--- src/rtl/div_unit_pkg.sv ---
// Shared definitions for the execute-stage divider: opcode codes and FSM state encoding.
package div_unit_pkg;

   localparam logic [7:0] EXE_DIV_OP  = 8'b00011010;
   localparam logic [7:0] EXE_DIVU_OP = 8'b00011011;

   typedef enum logic [1:0] {
      DIV_FREE = 2'b00,
      DIV_ZERO = 2'b01,
      DIV_ON   = 2'b10,
      DIV_END  = 2'b11
   } divState_t;

endpackage

--- src/rtl/div_step.sv ---
// One radix-2 restoring division step: shift in a dividend bit, trial-subtract, keep or restore.
module div_step #(
   parameter int WIDTH = 32
) (
   input  logic [WIDTH-1:0] rem,
   input  logic             nextBit,
   input  logic [WIDTH-1:0] divisor,
   output logic [WIDTH-1:0] newRem,
   output logic             qBit
);

   logic [WIDTH:0] shifted;
   logic [WIDTH:0] diff;

   // The remainder is always below the divisor, so bit WIDTH of the difference is its sign.
   always_comb begin
      shifted = {rem, nextBit};
      diff    = shifted - {1'b0, divisor};
      qBit    = ~diff[WIDTH];
      newRem  = qBit ? diff[WIDTH-1:0] : shifted[WIDTH-1:0];
   end

endmodule

--- src/rtl/div_unit.sv ---
// Multi-cycle restoring divider for DIV/DIVU; result is {remainder (HI), quotient (LO)}.
module div_unit
   import div_unit_pkg::*;
#(
   parameter int WIDTH = 32,
   parameter int CNT_W = 6
) (
   input  logic               clk,
   input  logic               rst,
   input  logic               start,
   input  logic               signed_div,
   input  logic               annul,
   input  logic [WIDTH-1:0]   a,
   input  logic [WIDTH-1:0]   b,
   output logic [2*WIDTH-1:0] result,
   output logic               ready,
   output logic               busy
);

   divState_t state, nextState;

   logic [CNT_W-1:0]   count;
   logic [WIDTH-1:0]   remReg;
   logic [WIDTH-1:0]   quoReg;
   logic [WIDTH-1:0]   divisorReg;
   logic               negQuo;
   logic               negRem;
   logic [2*WIDTH-1:0] resultReg;

   logic [WIDTH-1:0] stepRem;
   logic             qBit;
   logic [WIDTH-1:0] absA;
   logic [WIDTH-1:0] absB;
   logic [WIDTH-1:0] finalQuo;
   logic [WIDTH-1:0] fixQuo;
   logic [WIDTH-1:0] fixRem;
   logic             accept;
   logic             lastStep;

   // quoReg starts as the dividend and fills with quotient bits as dividend bits shift out.
   div_step #(.WIDTH(WIDTH)) u_step (
      .rem     (remReg),
      .nextBit (quoReg[WIDTH-1]),
      .divisor (divisorReg),
      .newRem  (stepRem),
      .qBit    (qBit)
   );

   assign absA     = (signed_div && a[WIDTH-1]) ? -a : a;
   assign absB     = (signed_div && b[WIDTH-1]) ? -b : b;
   assign accept   = (state == DIV_FREE) && start && !annul;
   assign lastStep = (count == CNT_W'(WIDTH - 1));
   assign finalQuo = {quoReg[WIDTH-2:0], qBit};
   assign fixQuo   = negQuo ? -finalQuo : finalQuo;
   assign fixRem   = negRem ? -stepRem : stepRem;

   assign result = resultReg;
   assign ready  = (state == DIV_END);
   assign busy   = (state != DIV_FREE);

   // State register.
   always_ff @(posedge clk or posedge rst) begin
      if (rst) state <= DIV_FREE;
      else     state <= nextState;
   end

   // Next-state logic; annul only matters while the result is not yet committed.
   always_comb begin
      nextState = state;
      case (state)
         DIV_FREE: if (start && !annul) nextState = (b == '0) ? DIV_ZERO : DIV_ON;
         DIV_ZERO: nextState = annul ? DIV_FREE : DIV_END;
         DIV_ON: begin
            if (annul)         nextState = DIV_FREE;
            else if (lastStep) nextState = DIV_END;
         end
         DIV_END:  if (!start) nextState = DIV_FREE;
         default:  nextState = DIV_FREE;
      endcase
   end

   // Datapath: operand capture, one restoring step per ON cycle, sign fixup on the last step.
   always_ff @(posedge clk or posedge rst) begin
      if (rst) begin
         count      <= '0;
         remReg     <= '0;
         quoReg     <= '0;
         divisorReg <= '0;
         negQuo     <= 1'b0;
         negRem     <= 1'b0;
         resultReg  <= '0;
      end else begin
         case (state)
            DIV_FREE: begin
               if (accept) begin
                  quoReg     <= absA;
                  divisorReg <= absB;
                  remReg     <= '0;
                  count      <= '0;
                  negQuo     <= signed_div & (a[WIDTH-1] ^ b[WIDTH-1]);
                  negRem     <= signed_div & a[WIDTH-1];
               end
            end
            DIV_ZERO: resultReg <= '0;
            DIV_ON: begin
               if (!annul) begin
                  remReg <= stepRem;
                  quoReg <= finalQuo;
                  count  <= count + CNT_W'(1);
                  if (lastStep) resultReg <= {fixRem, fixQuo};
               end
            end
            DIV_END: if (!start) resultReg <= '0;
            default: ;
         endcase
      end
   end

endmodule
--- config.mk ---
export PLATFORM = sky130hd
export DESIGN_NAME = div_unit
export DESIGN_NICKNAME = d
export VERILOG_FILES = /design/src/rtl/div_unit_pkg.sv /design/src/rtl/div_step.sv /design/src/rtl/div_unit.sv
export SDC_FILE = /design/constraint.sdc
export NUM_CORES = 1
export LEC_CHECK = 0
export ABC_CLOCK_PERIOD_IN_PS = 8600
export BUFFER_PORTS_ARGS = -buffer_cell sky130_fd_sc_hd__buf_2
export CAP_MARGIN = 15
export CORE_AREA = 2 2 108 214
export DETAILED_ROUTE_END_ITERATION = 12
export DIE_AREA = 0 0 110 216
export PLACE_DENSITY = 0.72
export SYNTH_ARGS = -nofsm -noshare
export SYNTH_HDL_FRONTEND = slang
export SYNTH_SLANG_ARGS = --single-unit
--- constraint.sdc ---
create_clock -name clk -period 8.6 [get_ports clk]
set_input_delay 1.72 -clock clk [delete_from_list [all_inputs] [get_ports clk]]
set_output_delay 1.72 -clock clk [all_outputs]
set_load 0.005 [all_outputs]
# Word-level counts from Yosys, hierarchy flattened

Index checks and enable logic that the tools add are counted.

$add $sub $neg: 6
Eq/ne operators: 10
Mux-type cells: 25
Bitwise operators: 4
Reductions and logical operators: 15

Operators with widths:

| cell                  | number |
|---|---|
| $mux W32              | 9 |
| $mux W64              | 3 |
| $pmux W64 S3          | 1 |
| $neg A32 Y32          | 4 |
| $pmux W32 S2          | 2 |
| $sub A33 B32 Y33      | 1 |
| $logic_not A32 Y1     | 1 |
| $mux W2               | 6 |
| $mux W6               | 2 |
| $pmux W6 S2           | 1 |
| $ne A2 B2 Y1 const B  | 4 |
| $pmux W2 S4           | 1 |
| $add A6 B1 Y6 const B | 1 |
| $eq A6 B5 Y1 const B  | 1 |
| $reduce_and A3 Y1     | 2 |
| $logic_and A1 B1 Y1   | 5 |
| $eq A2 B2 Y1 const B  | 2 |
| $reduce_and A4 Y1     | 1 |
| $reduce_bool A2 Y1    | 2 |
| $ne A3 B3 Y1 const B  | 1 |
| $reduce_bool A3 Y1    | 1 |
| $and A1 B1 Y1         | 2 |
| $eq A2 B1 Y1 const B  | 1 |
| $logic_not A2 Y1      | 1 |
| 5 further kinds       | 5 |

Flip-flop bits (word level): 170
Input port bits: 69
Output and inout port bits: 66

# Longest topological paths before layout

Gate-level depths: netlist (run 1).

Depth after elaboration: 7
Mapped depth: 25
Depth with buffers taken out: 22

# By module

A second synthesis (run 1) with hierarchy kept.

Cells, all modules: 1382
Area total of the unflattened synthesis: 11855.1 um^2

By module, submodules not included:

| module   | times used | cells an instance | area each (um^2) | seq. area each (um^2) |
|---|---|---|---|---|
| div_unit | 1          | 1076              | 9489.1           | 4254.1 |
| div_step | 1          | 306               | 2366.0           | 0.0 |

# Least setup slack after synthesis (run 1)

Ideal clock, no wire load.

Kind: flip-flop to flip-flop
Start: register remReg[14]
End: register resultReg[56], in the netlist result[56]
Arrival time: 4.864 ns
Data required time: 8.467 ns
Path slack: 3.603 ns
Stages on the path, launching flop included: 25
Buffers on the path: 4
Cells stage by stage: dfrtp_1 -> ha_1 -> clkbuf_2 -> and2_4 -> o21ai_1 -> a2111o_1 -> or3b_4 -> o211a_4 -> nor3_4 -> buf_4 -> buf_4 -> buf_2 -> nand2_1 -> o21ai_0 -> ha_1 -> nand2_1 -> or2_2 -> nor4_1 -> nand2_1 -> a31oi_1 -> a31oi_1 -> o21bai_1 -> o31ai_1 -> xnor2_1 -> o21ai_0

Word-level cells in the longest chain between the ends: 7

Ends and longest elaborated chain:

| element                  | RTL line        | text |
|---|---|---|
| start: declaration       | div_unit.sv:23  | `logic [WIDTH-1:0] remReg;` |
| start signal: assignment | div_unit.sv:107 | `remReg <= stepRem;` |
| $sub A33 B32 Y33         | div_step.sv:18  | `diff = shifted - {1'b0, divisor};` |
| $mux W32 *               | div_step.sv:20  | `newRem = qBit ? diff[WIDTH-1:0] : shifted[WIDTH-1:0];` |
| $neg A32 Y32             | div_unit.sv:55  | `assign fixRem = negRem ? -stepRem : stepRem;` |
| $mux W32 *               | div_unit.sv:55  |  |
| $mux W64 *               | div_unit.sv:110 | `if (lastStep) resultReg <= {fixRem, fixQuo};` |
| $mux W64 *               | div_unit.sv:106 | `if (!annul) begin` |
| $pmux W64 S3 *           | div_unit.sv:93  | `case (state)` |
| end signal: assignment   | div_unit.sv:110 |  |
| end: declaration         | div_unit.sv:28  | `logic [2*WIDTH-1:0] resultReg;` |

Every way passes the cells marked *; elsewhere a longest branch is shown, timed or not. The select of a mux whose other input is x is not followed.
A chain may end at the register's enable or synchronous reset.

# Final worst setup path (run 1)

Start: register quoReg[31]
End: register resultReg[56], in the netlist result[56]

Word-level cells in the longest chain between the ends: 7

Ends and longest elaborated chain:

| element                  | RTL line        | text |
|---|---|---|
| start: declaration       | div_unit.sv:24  | `logic [WIDTH-1:0] quoReg;` |
| start signal: assignment | div_unit.sv:96  | `quoReg <= absA;` |
| start signal: assignment | div_unit.sv:108 | `quoReg <= finalQuo;` |
| $sub A33 B32 Y33         | div_step.sv:18  |  |
| $mux W32 *               | div_step.sv:20  |  |
| $neg A32 Y32             | div_unit.sv:55  |  |
| $mux W32 *               | div_unit.sv:55  |  |
| $mux W64 *               | div_unit.sv:110 |  |
| $mux W64 *               | div_unit.sv:106 |  |
| $pmux W64 S3 *           | div_unit.sv:93  |  |

Marks and branches as above.

==> results of run 1 <==
[sequential cells by signal (all words and copies together), names as in the netlist]
signal,count
state,2
count,6
divisorReg,32
quoReg,32
negRem,1
negQuo,1
result,64
remReg,32
[per-layer routing]
| metal | GRT usage [%] | vias up |
|---|---|---|
| met5 | 0 | - |
| met4 | 26.5 | 0 |
| met3 | 6.40 | 137 |
| met2 | 58.2 | 317 |
| met1 | 32.2 | 5462 |
| li1 | - | 5437 |
[layout make-up]
class / instances / area (µm²) / share of cell area [%]
tap: 276 / 345 / 2.58
clock buffer: 19 / 443 / 3.31
inverter: 58 / 223 / 1.66
timing repair buffer: 146 / 766 / 5.72
sequential: 170 / 4250 / 31.8
multi-input combinational: 1182 / 7210 / 53.9
clock inverter: 12 / 143 / 1.07
[worst paths after layout]
check / start / endpoint / depth (start not counted)
setup / recovery: quoReg[31] / result[56] / 21
hold / removal: result[38] / result[38] / 2
setup reg to reg: quoReg[31] / result[56] / 21
hold reg to reg: result[38] / result[38] / 2
max in group asynchronous: rst / divisorReg[28] / 3
min in group asynchronous: rst / result[2] / 2
[cells in the final DEF (no fill, tap or decap), drive strengths merged, types with 4 or more instances in the layout]
| cell | synthesis | final |
|---|---|---|
| o21bai | 4 | 4 |
| buf | 15 | 146 |
| ha | 40 | 40 |
| a22o | 4 | 4 |
| or2 | 10 | 10 |
| o211ai | 7 | 7 |
| or3 | 25 | 25 |
| nand4 | 15 | 15 |
| o31ai | 43 | 43 |
| nand2b | 8 | 8 |
| a31oi | 14 | 14 |
| and4 | 5 | 5 |
| inv | 57 | 60 |
| mux2i | 36 | 36 |
| and2 | 11 | 11 |
| o41ai | 11 | 11 |
| or4 | 13 | 13 |
| nor2 | 94 | 94 |
| a21boi | 4 | 4 |
| dfrtp | 170 | 170 |
| nand3 | 14 | 14 |
| xnor2 | 66 | 66 |
| a21o | 8 | 8 |
| nor4 | 15 | 15 |
| clkinv | 1 | 5 |
| a211oi | 8 | 8 |
| and3 | 5 | 5 |
| clkbuf | 61 | 19 |
| nand2 | 249 | 249 |
| a21oi | 103 | 103 |
| nor2b | 4 | 4 |
| o31a | 4 | 4 |
| o21a | 6 | 6 |
| xor2 | 70 | 70 |
| o21ai | 211 | 211 |
| nor3 | 29 | 29 |
[per-stage QoR]
step | hold WS [ns] | instances | area, µm²
6_report | 0.471 | 1863 | 13400
5_1_grt | 0.504 | 1863 | 13400
4_1_cts | 0.479 | 1861 | 13400
3_5_place_dp | 0.465 | 1830 | 12800
3_3_place_gp | 0.457 | 1830 | 12800
2_1_floorplan | 0.449 | 1486 | 12000
[worst max-delay path: cells and delay by family (launching register included)]
kind	cells	cell delay, ns
AO/OA/AOI/OAI	9	2.36
XOR/XNOR	1	0.16
flip-flops	1	0.36
adder cells (fa/ha/maj)	3	0.89
buffers and inverters	2	0.47
AND/OR/NAND/NOR	6	1.22
[cell families (layout without fill, tap and decap cells)]
logic type                 count (synthesis)  count (layout)  share of synthesized area (%)
AOI/OAI and AO/OA                        458             458                           22.9
xor gates and xnor gates                 136             136                           9.95
muxes                                     39              39                           3.29
and+or+nand+nor                          508             508                           19.6
DFF                                      170             170                           35.5
buffers and inverters                    134             235                           4.38
adders and majority gates                 41              41                           4.35
==> reports/metrics.csv, run 1 <==
metric;value;unit
synthTopCellsByCount;nand2_1 (249), o21ai_0 (209), dfrtp_1 (170);
yosysTopAreaCell;dfrtp_1;
min_period_over_period;65.3;%
cts_inserted_buffers;17;
gp_congestion;0.972;
syn2layout_area_growth;11.7;%
synth_area_leaders;dfrtp_1 (36%), o21ai_0 (8.7%), nand2_1 (7.8%);
setup_tns;0;ns
antenna_found_initial;0;
maxCapViolCount;0;
cp.required;8.91;ns
fmax;0.178;GHz
place_ws;3.12;ns
status;finished clean;
grt_max_degree;81;
startpoint_type;register;
fill_cells;2044;
clock-skew-final;0.00939;ns
chipHeight;216;µm
ys.flop_type;dfrtp_1;
final.min_clock_period;5.62;ns
worst-r2r-setup-slack;2.98;ns
diodes;0;
drtIter0Drc;580;
path_max_fanout;32;
dr.pass1.iters;5;
grt_overflow_total;0;
via_per_inst;6.09;
nNetsFinal;1685;
critPathKind;register to register;
dp_hpwl;28400;µm
critPathSlowestCell;fa_1;
layout-drive-gt1-share;13.0;%
top_layer_used;met4;
wirelength;37800;µm
cp_cell_sequence;inv_1 > ha_1 > fa_1 > nand2b_1 > a211oi_1 > o21a_1 > a21oi_1 > o211a_4 > nor3_4 > buf_4 > nand2_1 > o21ai_0 > ha_1 > nand2_1 > or3_1 > nor4_1 > a31oi_1 > o21bai_1 > o31ai_1 > xnor2_1 > o21ai_0;
crit_arrival;5.93;ns
max_slew_margin;22.0;%
met3_length;1600;µm
rows;77;
drv_slew;0;
core_area;22100;µm²
drt-met1-wl;12600;µm
hold_viol;0;
cts_tree;done;
syn_avg_cell_area;8.06;µm²
synth_edf_count;0;
die_width;110;µm
rsz0062_at_grt;no;
synth_warnings;0;
drc;0;
vias;11400;
end_kind;register;
post_cts_resized;0;
yosysMostFrequentCell;nand2_1;
grt_pass1_vias;11100;
hold_path_class;register to register;
cts-root-buf;clkbuf_16;
cts_setup_buffers;0;
grt.total_usage;33.1;%
syn-instance-count;1486;
ios;135;
finalSetupViolCount;0;
portBuffers;134;
wl_met2;20100;µm
ys_async_sr_fraction;100;%
cts_hold_buf;0;
clock_path_buffers;2;
dieArea;23800;µm²
syn_nets;1596;
critPathMaxStageDelay;0.41;ns
netlist_area;12000;µm²
antenna_left;0;
clock_sinks;170;
max_slew.worst_pin.slew;1.16;ns
wl_per_cell;20.3;µm
synthDistinctLibCells;75;
htree_levels;4;
clk_latency;0.46;ns
synth_top_area_share;35.5;%
postLayoutCoreUtil;60.6;%
setup_slack;2.98;ns
grt_pass1_wl;59000;µm
cts.reportedPaths.clkPinSlew;0.07;ns
synth-seq-area-share;35.5;%
initial_core_util;54.3;%
ys_seq_elements;170;
Power of run 1 is left out: the tool's default activity adds up to more than one toggle a clock period on the data nets, which glitch-free logic cannot reach.
==> run 2: changes to the inputs <==
ABC_CLOCK_PERIOD_IN_PS = 5700   (was 8600)
clock period = 5.7 ns   (was 8.6 ns; I/O delays follow)
==> run 2 against run 1 <==
Net effect: sequential cell count unchanged; clock skew fell by 0.0020 ns; global-route usage up 0.93 points; non-clock buffer count increased by 10; final area rose by 1.1%; utilization rose by 0.66 points; worst hold slack gained 0.0066 ns; count of clock-buffer cells in the layout decreased by 1.
==> reports/metrics.csv, run 2 (synthesis results as in run 1) <==
metric;value;unit;change
htree_levels;4;;unchanged
path_max_fanout;5;;-84%
min_period_over_period;91.5;%;+26 points
drv_slew;0;;unchanged
wirelength;38300;µm;+1.3%
wl_per_cell;20.4;µm;+0.64%
dr.pass1.iters;5;;unchanged
crit_cells;21;;unchanged
finalSetupViolCount;0;;unchanged
fill_cells;2029;;-0.73%
cts.reportedPaths.clkPinSlew;0.07;ns;about the same
clock_sinks;170;;unchanged
portBuffers;134;;unchanged
setup_tns;0;ns;unchanged
nNetsFinal;1695;;+0.59%
grt_pass1_vias;11400;;+2.0%
rows;77;;unchanged
clock_path_buffers;2;;unchanged
critPathKind;register to register;;
final.min_clock_period;5.22;ns;-0.401 ns
clock-skew-final;0.00743;ns;-0.00196 ns
ff2ff_path_depth;21;;unchanged
cts_inserted_buffers;17;;unchanged
grt_overflow_total;0;;unchanged
initial_core_util;54.3;%;unchanged
cts_tree;done;;
cp_cell_sequence;inv_1 > ha_1 > fa_1 > nand2b_1 > a211oi_1 > o21a_1 > a21oi_1 > o31ai_2 > nor3_4 > o21ai_0 > ha_1 > nand2_1 > or2_2 > nor4_1 > nand2_1 > a31oi_1 > a31oi_2 > o21bai_1 > o31ai_1 > xnor2_1 > o21ai_0;;
drtIter0Drc;634;;+9.3%
startpoint_type;register;;
grt_pass1_wl;60800;µm;+3.1%
via_per_inst;6.08;;-0.25%
grt.total_usage;34.0;%;+0.93 points
hold_viol;0;;unchanged
end_kind;register;;
status;finished clean;;
maxCapViolCount;0;;unchanged
r2r_start;quoReg[31];;
dp_hpwl;28600;µm;+0.86%
gp_congestion;0.976;;+0.45%
cts-root-buf;clkbuf_16;;
worst-r2r-setup-slack;0.48;ns;-2.50 ns
critPathSlowestCell;o31ai_2;;
clk_latency;0.46;ns;about the same
finalNonFillerCells;1876;;+0.70%
dieArea;23800;µm²;unchanged
cp.required;6.03;ns;-2.88 ns
chipHeight;216;µm;unchanged
cts_hold_buf;0;;unchanged
min_to;result[55];;
fmax;0.192;GHz;+7.7%
holdWs;0.478;ns;+0.00656 ns
layout-drive-gt1-share;13.8;%;+0.79 points
final_common_cell;nand2_1;;
antenna_found_initial;2;;+2
drc;0;;unchanged
largest_reg_flops;64;;unchanged
critPathMaxStageDelay;0.42;ns;about the same
ios;135;;unchanged
final_cell_mix;nand2_1 (249), o21ai_0 (209), dfrtp_1 (170), buf_2 (134), a21oi_1 (103);;
holdCritStartpoint;result[55];;
grt_max_degree;171;;+110%
die_width;110;µm;unchanged
hold_path_class;register to register;;
antenna_left;0;;unchanged
crit_arrival;5.55;ns;-0.38 ns
dp.cells;1841;;+0.60%
core_area;22100;µm²;unchanged
max_slew_margin;27.3;%;+5.3 points
crit_family;compound AO/OA/AOI/OAI gates;;
crit_buf_inv;1;;-1
rsz0062_at_grt;no;;
whs_path_depth;2;;unchanged
max_slew.worst_pin.slew;1.09;ns;-0.0710 ns
syn2layout_area_growth;12.9;%;
postLayoutCoreUtil;61.3;%;+0.66 points
vias;11400;;+0.45%
r2r-end;result[56];;
[run 2: cell types whose count changed in the layout (fill, tap and decap cells not counted), moves of 2 or more]
cell and delta:
buf_4 +9, buf_12 +2, clkinv_4 -2, diode_2 +2, inv_8 +2
[run 2: how the worst max path moves through the flow]
stage                          start    endpoint  slack (ns)
after floorplan           remReg[14]  result[56]        0.70
after global routing      quoReg[31]  result[56]        0.10
after CTS                 quoReg[31]  result[56]        0.39
after global placement    quoReg[31]  result[56]        0.72
after detailed placement  quoReg[31]  result[56]        0.53
final                     quoReg[31]  result[56]        0.48
[run 2: worst reg2reg max path, stage by stage, from the launching register on]
cell	delay [ns]
dfrtp_1	0.37
inv_1	0.07
ha_1	0.22
fa_1	0.41
nand2b_1	0.18
a211oi_1	0.38
o21a_1	0.24
a21oi_1	0.19
o31ai_2	0.42
nor3_4	0.09
o21ai_0	0.35
ha_1	0.26
nand2_1	0.08
or2_2	0.28
nor4_1	0.30
nand2_1	0.09
a31oi_1	0.20
a31oi_2	0.13
o21bai_1	0.26
o31ai_1	0.33
xnor2_1	0.16
o21ai_0	0.10
[run 2: routing by layer]
layer	share of wire (%)	global-route usage, %	up-vias
met1	34	33.7	5411
met4	9.6	28.9	0
met3	4.4	7.34	168
met5	0	0	-
li1	-	-	5471
met2	52	57.9	354
[run 2: layout make-up]
class                      count  area, µm²  area share (%)
multi-input combinational   1182       7220            53.4
sequential                   170       4250            31.4
timing repair buffer         156        881            6.51
clock buffer                  18        439            3.25
tap                          276        345            2.55
inverter                      58        221            1.64
clock inverter                14        161            1.19
antenna                        2       5.00          0.0370
[run 2: timing repair]
item                                    in CTS  in global routing
endpoints found under the setup margin       0                  4
resized for setup                            0                  2
buffers inserted                             0                  0
[run 2: stage by stage]
stage	instance area, µm²	worst slack [ns]
global placement	12900	0.724
finish	13500	0.483
global route	13500	0.103
detailed placement	12900	0.526
CTS	13500	0.386
floorplan	12000	0.703
Power of run 2 is left out for the same reason.
==> run 3: changes to the inputs <==
CORE_AREA = 2 2 107 213   (was 2 2 108 214)
CTS_CLUSTER_DIAMETER = 50   (was default)
DIE_AREA = 0 0 109 215   (was 0 0 110 216)
SYNTH_HIERARCHICAL = 1   (was default)
==> run 3 against run 2 <==
Net effect: clock skew increased by 0.00071 ns; utilization decreased by 1.0 points; worst hold slack got worse by 0.0020 ns; non-clock buffer count decreased by 8; highest routed layer is now met5.
==> reports/metrics.csv, run 3 <==
metric;value;unit;change
status;finished clean;;
syn2layout_area_growth;11.2;%;
core_area;21900;µm²;-0.87%
cts-root-buf;clkbuf_16;;
clock_path_buffers;2;;unchanged
layout-drive-gt1-share;16.2;%;+2.4 points
portBuffers;134;;unchanged
grt.total_usage;28.4;%;-5.6 points
postLayoutCoreUtil;60.3;%;-1.0 points
wirelength;32500;µm;-15%
critPathKind;register to register;;
cts_setup_buffers;0;;unchanged
nNetsFinal;1576;;-7.0%
grt_max_degree;128;;-25%
synth_top_area_share;35.9;%;+0.36 points
synth_warnings;6;;+6
syn_nets;1493;;-6.5%
synth_edf_count;0;;unchanged
ys_seq_elements;170;;unchanged
crit_family;simple AND/OR/NAND/NOR gates;;
antenna_left;0;;unchanged
cp_cell_sequence;inv_1 > ha_1 > fa_1 > and2b_1 > o2111ai_2 > a21oi_2 > o2111ai_1 > a211oi_2 > nor2_4 > mux2i_4 > and2_4 > inv_8 > mux2_2 > or4_4 > or3_1 > o41ai_1 > xor2_1 > o21ai_0;;
fill_cells;1930;;-4.9%
yosysMostFrequentCell;nand2_1;;
fmax;0.186;GHz;-2.7%
dp_hpwl;23400;µm;-18%
crit_arrival;5.67;ns;+0.12 ns
max_slew.worst_pin.slew;1.02;ns;-0.0729 ns
clk_latency;0.45;ns;about the same
rsz0062_at_grt;no;;
post_cts_resized;0;;unchanged
hold_viol;0;;unchanged
ios;135;;unchanged
cp.required;6.01;ns;-0.02 ns
final_cell_mix;nand2_1 (222), dfrtp_1 (170), o21ai_0 (143), buf_2 (134), xor2_1 (99);;
syn_avg_cell_area;8.58;µm²;+6.4%
max_slew_margin;32.0;%;+4.7 points
largest_reg_flops;64;;unchanged
final_common_cell;nand2_1;;
clock_sinks;170;;unchanged
gp_congestion;0.923;;-5.4%
initial_core_util;54.2;%;-0.077 points
ys.flop_type;dfrtp_1;;
syn-instance-count;1382;;-7.0%
cts_inserted_buffers;17;;unchanged
crit_buf_inv;2;;+1
critPathMaxStageDelay;0.58;ns;+0.16 ns
maxCapViolCount;0;;unchanged
grt_overflow_total;0;;unchanged
ys_async_sr_fraction;100;%;unchanged
min_period_over_period;94.1;%;+2.6 points
synthDistinctLibCells;83;;+11%
rows;77;;unchanged
die_width;109;µm;-0.91%
end_kind;register;;
synth-seq-area-share;35.9;%;+0.36 points
setup_tns;0;ns;unchanged
cts.reportedPaths.clkPinSlew;0.07;ns;about the same
dr.pass1.iters;5;;unchanged
final.min_clock_period;5.36;ns;+0.146 ns
drtIter0Drc;774;;+22%
synthTopCellsByCount;nand2_1 (222), dfrtp_1 (170), o21ai_0 (143);;
netlist_area;11900;µm²;-1.0%
dieArea;23400;µm²;-1.4%
grt_pass1_wl;52400;µm;-14%
cts_tree;done;;
critPathSlowestCell;or4_4;;
finalSetupViolCount;0;;unchanged
startpoint_type;register;;
path_max_fanout;27;;+22
htree_levels;4;;unchanged
synth_area_leaders;dfrtp_1 (36%), xor2_1 (7.3%), nand2_1 (7.0%);;
diodes;0;;-2
antenna_found_initial;1;;-1
via_per_inst;6.06;;-0.36%
drv_slew;0;;unchanged
grt_pass1_vias;10300;;-9.0%
vias;10600;;-6.8%
cts_hold_buf;0;;unchanged
chipHeight;215;µm;-0.46%
drc;0;;unchanged
yosysTopAreaCell;dfrtp_1;;
hold_path_class;register to register;;
clock-skew-final;0.00814;ns;+0.000710 ns
wl_per_cell;18.5;µm;-9.3%
run 3: cell count changes in the layout (fill, tap and decap cells not counted), sizes merged, moves of 21 or more:
cell,delta
o21ai,-66
mux2,+21
nand3,+42
nand2,-27
xnor2,-22
nor2,-52
xor2,+29
a21oi,-40
run 3: area by class of cell:
type	count	area [µm²]	area share, %
Clock inverter	15	164	1.24
Inverter	60	236	1.79
Multi-Input combinational cell	1068	6970	52.9
Sequential cell	170	4250	32.3
Timing Repair Buffer	148	788	5.98
Clock buffer	17	425	3.23
Tap cell	276	345	2.62
run 3: worst paths after layout:
check                           start            end  slack, ns  depth (start not counted)
max                        quoReg[31]     result[57]       0.34                         18
min                        result[29]     result[29]       0.48                          2
max reg2reg                quoReg[31]     result[57]       0.34                         18
min reg2reg                result[29]     result[29]       0.48                          2
max in group asynchronous         rst     result[19]       3.64                          3
min in group asynchronous         rst  divisorReg[6]       0.91                          2
run 3: routing by layer:
metal | GRT usage [%] | vias to the layer above | part of all wire (%)
met3 | 4.88 | 94 | 5.1
met2 | 46.2 | 348 | 49
met5 | 0 | - | 0.034
li1 | - | 5088 | -
met4 | 13.3 | 2 | 4.2
met1 | 36.3 | 5092 | 42
run 3: worst min-delay path, cell delays in order (launching register included):
cell	delay (ns)
dfrtp_1	0.34
nand2_1	0.04
o21ai_0	0.06
run 3: cells by family after synthesis:
kind of cell               after synthesis  synth area share [%]
buffers and inverters                  144                  5.48
muxes                                   40                  4.34
xor gates and xnor gates               143                  10.6
DFF                                    170                  35.9
AOI/OAI and AO/OA                      371                  19.7
and+or+nand+nor                        472                  19.5
adders and majority gates               42                  4.50
run 3: per-stage QoR:
stage	instances	hold slack (ns)	worst slack (ns)	cell area (µm²)
finish	1754	0.476	0.338	13200
global route	1754	0.497	0.0744	13200
CTS	1754	0.479	0.407	13200
detailed placement	1722	0.461	0.436	12600
global placement	1722	0.458	0.537	12600
floorplan	1382	0.450	0.909	11900
Power of run 3 is left out for the same reason.
